**config.mk**
```make
export PLATFORM = sky130hd
export DESIGN_NAME = nibble_serial_addsub_ctrl
export DESIGN_NICKNAME = d
export VERILOG_FILES = /design/src/rtl/nibble_serial_addsub_ctrl_pkg.sv /design/src/rtl/nibble_serial_addsub_ctrl_nibble_add_4b.sv /design/src/rtl/nibble_serial_addsub_ctrl.sv
export SDC_FILE = /design/constraint.sdc
export NUM_CORES = 1
export LEC_CHECK = 0
export ABC_AREA = 1
export BUFFER_PORTS_ARGS = -buffer_cell sky130_fd_sc_hd__buf_2
export CAP_MARGIN = 5
export CORE_ASPECT_RATIO = 1.75
export CORE_UTILIZATION = 35
export CTS_CLUSTER_DIAMETER = 120
export DETAILED_ROUTE_END_ITERATION = 12
export PLACE_DENSITY_LB_ADDON = 0.15
export SKIP_LAST_GASP = 1
export SLEW_MARGIN = 10
export SYNTH_ARGS = -nofsm -noshare
export SYNTH_HDL_FRONTEND = slang
export SYNTH_SLANG_ARGS = --single-unit
```
**constraint.sdc**
```tcl
create_clock -name clk -period 4.4 [get_ports clk]
set_input_delay 0.88 -clock clk [delete_from_list [all_inputs] [get_ports clk]]
set_output_delay 0.88 -clock clk [all_outputs]
set_load 0.02 [all_outputs]
```
**src/rtl/nibble_serial_addsub_ctrl_pkg.sv**
```systemverilog
// Shared constants and state encoding for the nibble-serial add/subtract controller.
package nibble_serial_addsub_ctrl_pkg;

    localparam int unsigned NIBBLE_W = 4;

    typedef enum logic [1:0] {
        IDLE = 2'd0,
        CALC = 2'd1,
        DONE = 2'd2
    } state_e;

    // Nibble index width; never narrower than one bit.
    function automatic int unsigned idx_width(input int unsigned nibbles);
        return (nibbles > 1) ? $clog2(nibbles) : 1;
    endfunction

endpackage

```
**src/rtl/nibble_serial_addsub_ctrl_nibble_add_4b.sv**
```systemverilog
// Combinational 4-bit ripple-carry adder slice shared across all nibbles.
module nibble_add_4b
    import nibble_serial_addsub_ctrl_pkg::*;
(
    input  logic [NIBBLE_W-1:0] in0,
    input  logic [NIBBLE_W-1:0] in1,
    input  logic                cin,
    output logic [NIBBLE_W-1:0] sum,
    output logic                cout
);

    always_comb begin
        logic [NIBBLE_W:0] c;
        c    = '0;
        sum  = '0;
        c[0] = cin;
        for (int unsigned i = 0; i < NIBBLE_W; i++) begin
            sum[i]   = in0[i] ^ in1[i] ^ c[i];
            c[i + 1] = (in0[i] & in1[i]) | (c[i] & (in0[i] ^ in1[i]));
        end
        cout = c[NIBBLE_W];
    end

endmodule

```
**src/rtl/nibble_serial_addsub_ctrl.sv**
```systemverilog
// W-bit add/subtract computed one nibble per cycle through a single 4-bit adder,
// with val/rdy handshakes on request and response.
module nibble_serial_addsub_ctrl
    import nibble_serial_addsub_ctrl_pkg::*;
#(
    parameter int unsigned NIBBLES = 4
) (
    input  logic                          clk,
    input  logic                          rst_n,
    input  logic                          req_val,
    output logic                          req_rdy,
    input  logic [NIBBLE_W*NIBBLES-1:0]   req_a,
    input  logic [NIBBLE_W*NIBBLES-1:0]   req_b,
    input  logic                          req_sub,
    output logic                          resp_val,
    input  logic                          resp_rdy,
    output logic [NIBBLE_W*NIBBLES-1:0]   resp_sum,
    output logic                          resp_cout,
    output logic                          resp_ovf
);

    localparam int unsigned W     = NIBBLE_W * NIBBLES;
    localparam int unsigned IDX_W = idx_width(NIBBLES);

    state_e             state_q, state_d;
    logic [IDX_W-1:0]   idx_q, idx_d;
    logic               carry_q, carry_d;
    logic [W-1:0]       a_q, a_d;
    logic [W-1:0]       b_q, b_d;
    logic [W-1:0]       sum_q, sum_d;
    logic               cout_q, cout_d;
    logic               ovf_q, ovf_d;

    logic [NIBBLE_W-1:0] a_nib, b_nib, nib_sum;
    logic                nib_cout;
    logic                last_nib;

    // Select the operand nibbles addressed by the current index.
    always_comb begin
        a_nib = '0;
        b_nib = '0;
        for (int unsigned i = 0; i < NIBBLES; i++) begin
            if (idx_q == IDX_W'(i)) begin
                a_nib = a_q[NIBBLE_W*i +: NIBBLE_W];
                b_nib = b_q[NIBBLE_W*i +: NIBBLE_W];
            end
        end
    end

    nibble_add_4b u_add (
        .in0  (a_nib),
        .in1  (b_nib),
        .cin  (carry_q),
        .sum  (nib_sum),
        .cout (nib_cout)
    );

    assign last_nib = (idx_q == IDX_W'(NIBBLES - 1));

    always_ff @(posedge clk) begin
        if (!rst_n) begin
            state_q <= IDLE;
            idx_q   <= '0;
            carry_q <= 1'b0;
            a_q     <= '0;
            b_q     <= '0;
            sum_q   <= '0;
            cout_q  <= 1'b0;
            ovf_q   <= 1'b0;
        end else begin
            state_q <= state_d;
            idx_q   <= idx_d;
            carry_q <= carry_d;
            a_q     <= a_d;
            b_q     <= b_d;
            sum_q   <= sum_d;
            cout_q  <= cout_d;
            ovf_q   <= ovf_d;
        end
    end

    always_comb begin
        state_d = state_q;
        idx_d   = idx_q;
        carry_d = carry_q;
        a_d     = a_q;
        b_d     = b_q;
        sum_d   = sum_q;
        cout_d  = cout_q;
        ovf_d   = ovf_q;

        unique case (state_q)
            IDLE: begin
                // Subtraction as A + ~B + 1: invert B here, inject the 1 as initial carry.
                if (req_val) begin
                    a_d     = req_a;
                    b_d     = req_sub ? ~req_b : req_b;
                    carry_d = req_sub;
                    idx_d   = '0;
                    sum_d   = '0;
                    state_d = CALC;
                end
            end
            CALC: begin
                for (int unsigned i = 0; i < NIBBLES; i++) begin
                    if (idx_q == IDX_W'(i)) begin
                        sum_d[NIBBLE_W*i +: NIBBLE_W] = nib_sum;
                    end
                end
                carry_d = nib_cout;
                if (last_nib) begin
                    state_d = DONE;
                    cout_d  = nib_cout;
                    ovf_d   = (a_q[W-1] == b_q[W-1]) && (nib_sum[NIBBLE_W-1] != a_q[W-1]);
                end else begin
                    idx_d = IDX_W'(idx_q + 1'b1);
                end
            end
            DONE: begin
                if (resp_rdy) begin
                    state_d = IDLE;
                end
            end
            default: begin
                state_d = IDLE;
            end
        endcase
    end

    assign req_rdy   = (state_q == IDLE);
    assign resp_val  = (state_q == DONE);
    assign resp_sum  = sum_q;
    assign resp_cout = cout_q;
    assign resp_ovf  = ovf_q;

endmodule
```
# After elaboration in Yosys (flattened, before gate mapping)
# Cells that the tools add are included.
[classes]
n_mux = 24
addsub = 1
eq_ne = 14
n_reduce_logical = 13
n_bitwise = 21
[ops]
columns = ["cell", "n"]
rows = [
  ["$mux 4", 12],
  ["$mux 16", 2],
  ["$pmux 16 s2", 1],
  ["$reduce_and 3->1", 6],
  ["$not 16->16", 1],
  ["$ne 2x2->1 const B", 6],
  ["$mux 2", 5],
  ["$and 1x1->1", 8],
  ["$xor 1x1->1", 8],
  ["$eq 2x2->1 const B", 3],
  ["$pmux 2 s3", 1],
  ["$reduce_and 2->1", 3],
  ["$eq 2x1->1 const B", 2],
  ["$logic_not 2->1", 2],
  ["$or 1x1->1", 4],
  ["$pmux 2 s2", 1],
  ["$add 2x1->2 const B", 1],
  ["$ne 2x1->1 const B", 1],
  ["$pmux 1 s2", 1],
  ["$reduce_bool 2->1", 1],
  ["$eq 1x1->1", 1],
  ["$logic_and 1x1->1", 1],
  ["$mux 1", 1],
  ["$ne 1x1->1", 1],
]
[word_totals]
reg_bits = 55
input_bits = 37

# Depth between registers and ports, before layout
[logic_depth]
word_depth = 15
mapped_depth = 20

# Modules after synthesis
# Synthesis repeated with hierarchy kept, for this count alone.
[unflattened]
cells_unflattened = 447
hier_area_um2 = 2944.1
[by_module_without_submodules]
columns = ["module", "n_inst", "cells_per_inst", "area_each_um2", "seq_area_each_um2"]
rows = [
  ["nibble_serial_addsub_ctrl", 1, 433, 2826.5, 1101.1],
  ["nibble_add_4b", 1, 14, 117.6, 0.0],
]

# Least setup slack after synthesis
# Ideal clock, no wire load.
[synth_path]
kind = "reg2reg"
from = "register idx_q[0]"
to = "register sum_q[11], in the netlist resp_sum[11]"
t_required_ns = 4.336
path_slack_ns = 1.362
arrival_ns = 2.974
path_buffers = 1
stages_incl_launch_ff = 18
period_less_slack_ns = 3.038
cell_sequence = "dfxtp_1 inv_1 ha_1 clkbuf_1 a21oi_1 nand2_1 nand2_1 nand2_1 fa_1 inv_1 fa_1 inv_1 fa_1 fa_1 inv_1 nor2_1 a21oi_1 nor2_1"
[synth_between]
elab_chain_len = 15
elab_cells_between_ends = 30
classes_between = "4 x eq/ne; 10 x mux; 14 x bitwise; 2 x reduce/logical"
[synth_rtl]
columns = ["element", "line", "text"]
rows = [
  ["start: declaration", "nibble_serial_addsub_ctrl.sv:26", "logic [IDX_W-1:0] idx_q, idx_d;"],
  ["start signal: assignment", "nibble_serial_addsub_ctrl.sv:72", "idx_q <= idx_d;"],
  ["$logic_not 2->1", "nibble_serial_addsub_ctrl.sv:43", "if (idx_q == IDX_W'(i)) begin"],
  ["$mux 4 (4 in a row)", "nibble_serial_addsub_ctrl.sv:43", ""],
  ["$xor 1x1->1", "nibble_serial_addsub_ctrl_nibble_add_4b.sv:19", "c[i + 1] = (in0[i] & in1[i]) | (c[i] & (in0[i] ^ in1[i]));"],
  ["$and 1x1->1", "nibble_serial_addsub_ctrl_nibble_add_4b.sv:19", ""],
  ["$or 1x1->1", "nibble_serial_addsub_ctrl_nibble_add_4b.sv:19", ""],
  ["$and 1x1->1", "nibble_serial_addsub_ctrl_nibble_add_4b.sv:19", ""],
  ["$or 1x1->1", "nibble_serial_addsub_ctrl_nibble_add_4b.sv:19", ""],
  ["$and 1x1->1", "nibble_serial_addsub_ctrl_nibble_add_4b.sv:19", ""],
  ["$or 1x1->1", "nibble_serial_addsub_ctrl_nibble_add_4b.sv:19", ""],
  ["$xor 1x1->1", "nibble_serial_addsub_ctrl_nibble_add_4b.sv:18", "sum[i] = in0[i] ^ in1[i] ^ c[i];"],
  ["$mux 4", "nibble_serial_addsub_ctrl.sv:106", "if (idx_q == IDX_W'(i)) begin"],
  ["$pmux 16 s2", "nibble_serial_addsub_ctrl.sv:92", "unique case (state_q)"],
  ["end signal: assignment", "nibble_serial_addsub_ctrl.sv:76", "sum_q <= sum_d;"],
  ["end: declaration", "nibble_serial_addsub_ctrl.sv:30", "logic [W-1:0] sum_q, sum_d;"],
]
# Several ways; a longest one is shown, not always the timed one. The select of a mux whose other input is x is not followed.
# A chain may end at the register's enable or synchronous reset.

# Final worst setup path
[layout_path]
from = "register idx_q[0]"
to = "register sum_q[7], in the netlist resp_sum[7]"
# Same word-level chain as after synthesis.

==> results_dict.tcl <==
set metrics [dict create \
    status "complete, no violations" \
    netSwitchingFraction_pct 29.0 \
    worst_pin_slew_ns 0.840 \
    totalWireLength_mm 6.87 \
    nets 537 \
    vias 2732 \
    cp_max_fo 11 \
    drv_slew 0 \
    cts_setup_buffers 0 \
    slew_headroom_pct 43.8 \
    powerDensity_nw_per_um2 390 \
    pre_cts_slack_ns 0.879 \
    synth_nets 499 \
    yosys_most_used_dff "dfxtp_1" \
    cts_hold_buf 0 \
    synthAdderAreaFrac_pct 4.41 \
    critPathKind "reg -> reg" \
    synth_compound_area_share_pct 9.16 \
    cts_buffers 5 \
    setup_tns_ns 0 \
    cts-resized-gates 0 \
    finalCritPeriodShare_pct 79.4 \
    clkPwrFrac_pct 34.7 \
    rsz0062_at_grt "false" \
    yosys_warnings 0 \
    wire_per_inst_um 11.7 \
    grt_pass1_wl_mm 11.8 \
    die_y_um 123 \
    synth_common_cells "nand2_1, nor2_1, dfxtp_1" \
    cp-start-kind "register" \
    synth-xor-area-share_pct 0 \
    drt_iter0_markers 206 \
    initial_core_util_pct 35.7 \
    core_area_um2 8260 \
    antenna_found_initial 0 \
    worst-endpoint-required_ns 4.63 \
    internal_power_uw 929 \
    worstSkewPairLatency_ns 0.29 \
    fin_ws_ns 0.906 \
    dieArea_um2 8820 \
    grt_max_degree 51 \
    synthTopCellsByArea "dfxtp_1, nand2_1, nor2_1, a21oi_1, inv_1" \
    hold_class "reg -> reg" \
    synth_top_family_by_area "simple AND/OR/NAND/NOR gates" \
    pwr-share-comb_pct 21.7 \
    ys_types 24 \
    cts_num_sinks 55 \
    layout-drive-gt1-share_pct 14.8 \
    synth_edf_count 0 \
    clockBufferDepth 2 \
    synthArstFlopShare_pct 0 \
    clock_skew_ns 0.00276 \
    synth_top_area_share_pct 37.3 \
    syn_to_final_growth_pct 13.7 \
    num_antenna_cells 0 \
    syn-mean-instance-area_um2 6.50 \
    die_width_um 71.4 \
    ios 57 \
    peakVddDrop_mv 0.192 \
    gp_congestion 0.864 \
    ys_ff_latch 55 \
    rows 44 \
    crit_path_end_kind "register" \
    grt-ovfl-total 0 \
    final_util_pct 40.6 \
    fin_crit_ns 3.49 \
    htree_levels 2 \
    stdcell_count 585 \
    setup_viol 0 \
    seq_area_frac_synth_pct 37.3 \
    synth_cells 454 \
    io_buffers 56 \
    max_freq_mhz 286 \
    synth.largest_area_cell "dfxtp_1" \
    drtAntennaViolNets 0 \
    fin_area_um2 3360 \
    arrival_ns 3.72 \
    switching_power_uw 379 \
    pwr-share-seq_pct 43.5 \
    drtPass1Iterations 4 \
    power.leakage_uw 0.00174 \
    hold_viol 0 \
    syn_area_um2 2950 \
    grt_pass1_vias 2570 \
    synthSimpleGateAreaFrac_pct 38.2 \
    cap_viol_max_count 0 \
    cts.clk_slew.worst_paths_ns 0.07 \
    dpl.hpwl_mm 5.10 \
    synth_mux_area_share_pct 0 \
    drc 0 \
    fillers 916 \
    cts_root_buf "clkbuf_16" \
    tritoncts "done" \
    grt_usage_pct 17.1 \
    via_per_inst 4.67 \
    synth.most_common_cell "nand2_1" \
    placed_area_um2 3180 \
    post-place-cells 577 \
]
==> cells by family after synthesis <==
kind of cell             Yosys count
AO/OA/AOI/OAI                     53
flip-flops                        55
adder cells (fa/ha/maj)            8
AND/OR/NAND/NOR                  271
buffers and inverters             67
==> stage by stage <==
stage,hold slack (ns),power [µW]
floorplan,0.447,796
CTS,0.470,1330
detailed placement,0.459,869
finish,0.473,1310
global route,0.497,1390
global placement,0.452,866
==> flip-flops by register name (all words and copies together), names as in the netlist <==
register,flops
state_q,2
b_q,16
carry_q,1
a_q,16
resp_sum,16
resp_ovf,1
resp_cout,1
idx_q,2
==> power groups by stage <==
stage                     logic [µW]  clock network [µW]  registers [µW]
after global routing             333                 486             573
after detailed placement         288                   0             581
final                            284                 454             569
after floorplan                  210                   0             587
after CTS                        289                 466             570
after global placement           285                   0             580
==> worst max-delay path: stages, from the launching register on <==
cell	delay (ns)
dfxtp_1	0.35
inv_1	0.11
ha_1	0.39
inv_1	0.22
nor2_1	0.13
nor2_1	0.05
nand2_1	0.09
nand2_1	0.07
fa_1	0.39
inv_1	0.07
fa_1	0.15
inv_1	0.05
fa_1	0.38
fa_1	0.51
inv_1	0.06
nor2_1	0.21
a21oi_1	0.07
nor2_1	0.14
==> cell type report <==
| cell class | instances | area, µm² | share of cell area [%] |
|---|---|---|---|
| Clock buffer | 6 | 139 | 4.14 |
| Clock inverter | 2 | 35.0 | 1.04 |
| Inverter | 42 | 158 | 4.70 |
| Multi-Input combinational cell | 332 | 1530 | 45.5 |
| Sequential cell | 55 | 1100 | 32.8 |
| Tap cell | 92 | 115 | 3.43 |
| Timing Repair Buffer | 56 | 280 | 8.35 |
==> layout by cell type (no fill, tap or decap) <==
| cell | n |
|---|---|
| nand4_1 | 4 |
| clkinv_2 | 1 |
| nor2_4 | 1 |
| or2_2 | 1 |
| nor2_1 | 103 |
| o21ai_1 | 4 |
| dfxtp_1 | 55 |
| clkbuf_16 | 5 |
| ha_1 | 4 |
| nand2_1 | 130 |
| a21oi_1 | 33 |
| buf_2 | 56 |
| inv_1 | 40 |
| fa_1 | 4 |
| clkbuf_8 | 1 |
| a21boi_0 | 1 |
| bufinv_16 | 1 |
| o21ai_0 | 14 |
| nand2_2 | 2 |
| nand3b_1 | 13 |
| o211ai_1 | 1 |
| nand3_2 | 3 |
| inv_2 | 2 |
| nand3_1 | 14 |
==> final timing paths <==
path,slack [ns],cells after the start,to,startpoint
setup / recovery,0.91,17,resp_sum[7],idx_q[0]
hold / removal,0.47,2,resp_cout,resp_cout
setup reg to reg,0.91,17,resp_sum[7],idx_q[0]
hold reg to reg,0.47,2,resp_cout,resp_cout
==> routing by layer <==
metal / track usage (%) / vias up / share of wire [%]
li1: - / 1469 / -
met4: 7.50 / 0 / 2.4
met2: 31.5 / 51 / 52
met1: 19.1 / 1201 / 42
met5: 0 / - / 0
met3: 2.77 / 11 / 3.0
(Power assumes the default switching activity.)
